File: src/rtl/regfile_arbiter.sv
// regfile_arbiter: round-robin sharing of a register file write/read port between two requesters, with a power-up init pass
module regfile_arbiter #(
    parameter int DATA_WIDTH = 8,
    parameter int NUM_REGS = 16,
    parameter int ADDR_WIDTH = $clog2(NUM_REGS),
    parameter logic [DATA_WIDTH-1:0] INIT_VALUE = '0
) (
    input  logic                  clk,
    input  logic                  reset,
    input  logic                  a_req,
    input  logic                  a_we,
    input  logic [ADDR_WIDTH-1:0] a_addr,
    input  logic [DATA_WIDTH-1:0] a_wdata,
    output logic                  a_ack,
    output logic [DATA_WIDTH-1:0] a_rdata,
    input  logic                  b_req,
    input  logic                  b_we,
    input  logic [ADDR_WIDTH-1:0] b_addr,
    input  logic [DATA_WIDTH-1:0] b_wdata,
    output logic                  b_ack,
    output logic [DATA_WIDTH-1:0] b_rdata,
    output logic                  busy,
    output logic                  rf_we,
    output logic [ADDR_WIDTH-1:0] rf_waddr,
    output logic [DATA_WIDTH-1:0] rf_wdata,
    output logic [ADDR_WIDTH-1:0] rf_raddr,
    input  logic [DATA_WIDTH-1:0] rf_rdata
);
    localparam logic [1:0] INIT = 2'd0, IDLE = 2'd1, ACCESS = 2'd2, ACK = 2'd3;
    logic [1:0] state;
    logic [ADDR_WIDTH-1:0] initCnt, addrLatch;
    logic [DATA_WIDTH-1:0] wdataLatch;
    logic weLatch, grantB, lastGrantB, pickB, inRange;
    // B wins when it is the only requester, or on a tie when A was served last
    always_comb begin
        pickB = b_req && (!a_req || !lastGrantB);
        inRange = int'(addrLatch) < NUM_REGS;
        busy = state != IDLE;
        rf_we = state == INIT ? !reset : (state == ACCESS && weLatch && inRange);
        rf_waddr = state == INIT ? initCnt : addrLatch;
        rf_wdata = state == INIT ? INIT_VALUE : wdataLatch;
        rf_raddr = addrLatch;
        a_ack = state == ACK && !grantB;
        b_ack = state == ACK && grantB;
    end
    // init sweep, grant latching and read capture; reset abandons any transaction
    always_ff @(posedge clk or posedge reset) begin
        if (reset) begin
            state <= INIT;
            initCnt <= '0;
            lastGrantB <= 1'b1;
            grantB <= 1'b0;
            weLatch <= 1'b0;
            addrLatch <= '0;
            wdataLatch <= '0;
            a_rdata <= '0;
            b_rdata <= '0;
        end else begin
            case (state)
                INIT: begin
                    initCnt <= int'(initCnt) == NUM_REGS - 1 ? '0 : initCnt + 1'b1;
                    state <= int'(initCnt) == NUM_REGS - 1 ? IDLE : INIT;
                end
                IDLE: if (a_req || b_req) begin
                    grantB <= pickB;
                    lastGrantB <= pickB;
                    weLatch <= pickB ? b_we : a_we;
                    addrLatch <= pickB ? b_addr : a_addr;
                    wdataLatch <= pickB ? b_wdata : a_wdata;
                    state <= ACCESS;
                end
                ACCESS: begin
                    if (!weLatch && grantB) b_rdata <= inRange ? rf_rdata : '0;
                    if (!weLatch && !grantB) a_rdata <= inRange ? rf_rdata : '0;
                    state <= ACK;
                end
                default: state <= IDLE;
            endcase
        end
    end
endmodule

File: config.mk
export PLATFORM = sky130hd
export DESIGN_NAME = regfile_arbiter
export DESIGN_NICKNAME = d
export VERILOG_FILES = /design/src/rtl/regfile_arbiter.sv
export SDC_FILE = /design/constraint.sdc
export NUM_CORES = 1
export LEC_CHECK = 0
export ABC_CLOCK_PERIOD_IN_PS = 4140
export CAP_MARGIN = 5
export CORE_MARGIN = 1
export CORE_UTILIZATION = 46
export CTS_CLUSTER_SIZE = 16
export DETAILED_ROUTE_END_ITERATION = 6
export PLACE_DENSITY = 0.85
export SETUP_SLACK_MARGIN = 0.3
export SYNTH_ARGS = -nofsm -noshare
export SYNTH_HDL_FRONTEND = slang
export SYNTH_SLANG_ARGS = --single-unit
File: constraint.sdc
create_clock -name clk -period 4.14 [get_ports clk]
set_input_delay 1.242 -clock clk [delete_from_list [all_inputs] [get_ports clk]]
set_output_delay 1.242 -clock clk [all_outputs]
set_load 0.005 [all_outputs]
==> metrics <==
sequential area share after synthesis 0.5248; hold crit path type flip-flop to flip-flop; FF-to-FF Start state[0]; slowest CP cell clkdlybuf4s50_1; Layout area overhead 48.73%; row cnt 22; wire per inst 12.74 um; Syn Area/Cell 10.71 sq um; WS Path Type input port to output port; fin crit period 3.601 ns; largest net degree at the start of global routing 20; Final HPWL DP 2733 um; Synth Instances 165; vias per cell just over 5; Final Max Slew Viols 0; DIE AREA 0.004092 sq mm; Nets 285; TritonRoute pass-1 iters 4; PwrDens 729.3 mW/mm^2; Sw Ratio 0.3186; Synth Flop Type dfrtp_1; Post-Route Setup TNS 0 ns; Clock Latency Late Sink 0.28 ns; post-synth design cell area approximately 0.0018 sq mm; CP max FO 2; clk root buf clkbuf_8; Syn. warnings 0; hold_sp b_rdata[6]; Max VDD drop roughly 400 uV; share of cells above drive strength 1 0.1411; CTS Buf Count 5; Finish-stage setup viols 0; fin crit share 0.8699; RePlAce Congestion 0.7183; Yosys cell types 27; clock network fraction of total power 0.129; io pins 74; Reg power frac 0.354; First DRT Iteration DRCs 89; WP data required 2.90 ns; drc violations 0; final WL 3681 um; wire length of the first global-routing pass 6582 um; Internal Dissipation ~1300 uW; Slew @ Worst Pin between 0.6 and 0.7 ns; Resize count post-CTS 0; skew final 0.002083 ns; RR Endpoint a_rdata[2]; chip width approximately 64 um; ant diodes 0; run status completed; total setup buffers inserted after CTS 0; Rel. slew slack 0.5350; antenna-violating nets left 0; DR vias approximately 1500; crit path DAT 2.36 ns; Hold Crit Depth 1; FILL cells approximately 280; hold buffer count at CTS 0; RSZ-0062 raised after global routing no; final hold vios 0; Syn Nets 209; Worst Reg-to-Reg Cells 4; CP Buf/Inv Count 2; total routing usage reported by global routing 0.2098; CP Launch Type input port; vias in the first global route 1431; Static Leak 0.001114 uW; GR Overflow Total 0; Port Buffers 73; number of synthesized register bits 37; reg2reg setup slack 2.41 ns; crit path cell chain clkdlybuf4s50_1, mux2i_1, clkdlybuf4s50_1; initial antenna violation count 0; Initial Utilization 0.4826; crit-path leading delay family buffers and inverters; clk buf depth 2; net switching power 610.4 uW; Max Fclk 0.2777 GHz; Hold EP b_rdata[6]; CTS tree yes; final core occ 0.7177; cell repeated most along the worst path clkdlybuf4s50_1; ys async rst share 1.000; Post-synth EDFFs 0; commonest cells after routing, fill and taps aside 73 x clkdlybuf4s50_1, 36 x dfrtp_1, 27 x a21oi_1; CTS sink count 37; reported max-cap violation count 0; core outline area 0.003661 sq mm; Max stage delay on crit path 0.52 ns; Reg clk slew, reported paths 0.07 ns; combinational share of power 0.517; endpoint class of the critical path output port; Clock H-tree levels 2; commonest non-fill, non-tap cell in the layout clkdlybuf4s50_1; Die Y 63.97 um
## flip-flops by register name, indices dropped and copies added (netlist names)
signal and flops:
a_rdata 8, initCnt 4, grantB 1, state 2, wdataLatch 8, weLatch 1, rf_raddr 4, lastGrantB 1
b_rdata 8
## worst max-delay path by stage
stage | from | end | slack, ns | cells after the start
final | reset | rf_we | 0.54 | 3
after global routing | reset | rf_we | 0.51 | 3
after CTS | reset | rf_we | 0.53 | 3
after detailed placement | reset | rf_we | 0.53 | 3
after global placement | reset | rf_we | 0.51 | 3
after floorplan | reset | rf_we | 1.51 | 1
## area by class of cell
class / instances / area [sq um] / area share
Timing Repair Buffer: 75 / 745.7 / 0.2838
Multi-Input combinational cell: 117 / 789.5 / 0.3005
Sequential cell: 37 / 927.1 / 0.3529
Inverter: 5 / 18.77 / 0.007143
Clock buffer: 7 / 86.33 / 0.03286
Tap cell: 48 / 60.06 / 0.02286
## worst reg2reg max path, stage by stage (launching register included)
cell and delay, ns:
dfrtp_1 0.43, inv_1 0.11, ha_1 0.24, nor3b_4 0.45, mux2_2 0.39
## cells by family (layout without fill, tap and decap cells)
logic type / Yosys count / count (layout) / synth area share
fa+ha+maj: 6 / 6 / 0.04249
buf+inv: 11 / 87 / 0.02833
flops: 37 / 37 / 0.5248
mux: 22 / 22 / 0.1388
compound gates: 39 / 39 / 0.1232
xor+xnor: 1 / 1 / 0.004958
simple gates: 49 / 49 / 0.1374
## cells in the mapped netlist, types with 2 or more instances
cell,n,area share
a21oi_1,27,0.076
a31oi_1,2,0.0071
buf_2,4,0.011
dfrtp_1,36,0.51
ha_1,6,0.042
inv_1,5,0.011
mux2_2,20,0.13
mux2i_1,2,0.011
nand2_1,19,0.040
nand4_1,2,0.0071
nor2_1,14,0.030
nor2b_1,9,0.032
o21ai_0,5,0.014
## layer usage
layer | wire length (um) | GRT usage | vias up
li1 | - | - | 719
met1 | 1604 | 0.2610 | 686
met2 | 1759 | 0.3497 | 63
met3 | 293 | 0.07500 | 3
met4 | 23 | 0.04261 | 0
met5 | 0 | 0 | -
## per-stage QoR
| stage | cell area (sq um) | hold WS, ns | cells | total power (uW) | setup slack, ns |
|---|---|---|---|---|---|
| floorplan | 1767 | 0.4871 | 165 | 1152 | 1.511 |
| global placement | 2541 | 0.4868 | 282 | 1656 | 0.5149 |
| detailed placement | 2541 | 0.4917 | 282 | 1683 | 0.5329 |
| CTS | 2628 | 0.5066 | 289 | 1937 | 0.5275 |
| global route | 2628 | 0.5170 | 289 | 2075 | 0.5145 |
| finish | 2628 | 0.5041 | 289 | 1916 | 0.5388 |
## power by group through the flow
| stage | clock network [uW] | registers, uW | logic (uW) |
|---|---|---|---|
| 6_report | 247 | 679 | 990 |
| 3_3_place_gp | 0 | 676 | 981 |
| 3_5_place_dp | 0 | 686 | 997 |
| 2_1_floorplan | 0 | 674 | 478 |
| 5_1_grt | 276 | 706 | 1090 |
| 4_1_cts | 254 | 679 | 1000 |
Note: power is estimated with default switching activity, not from simulation.
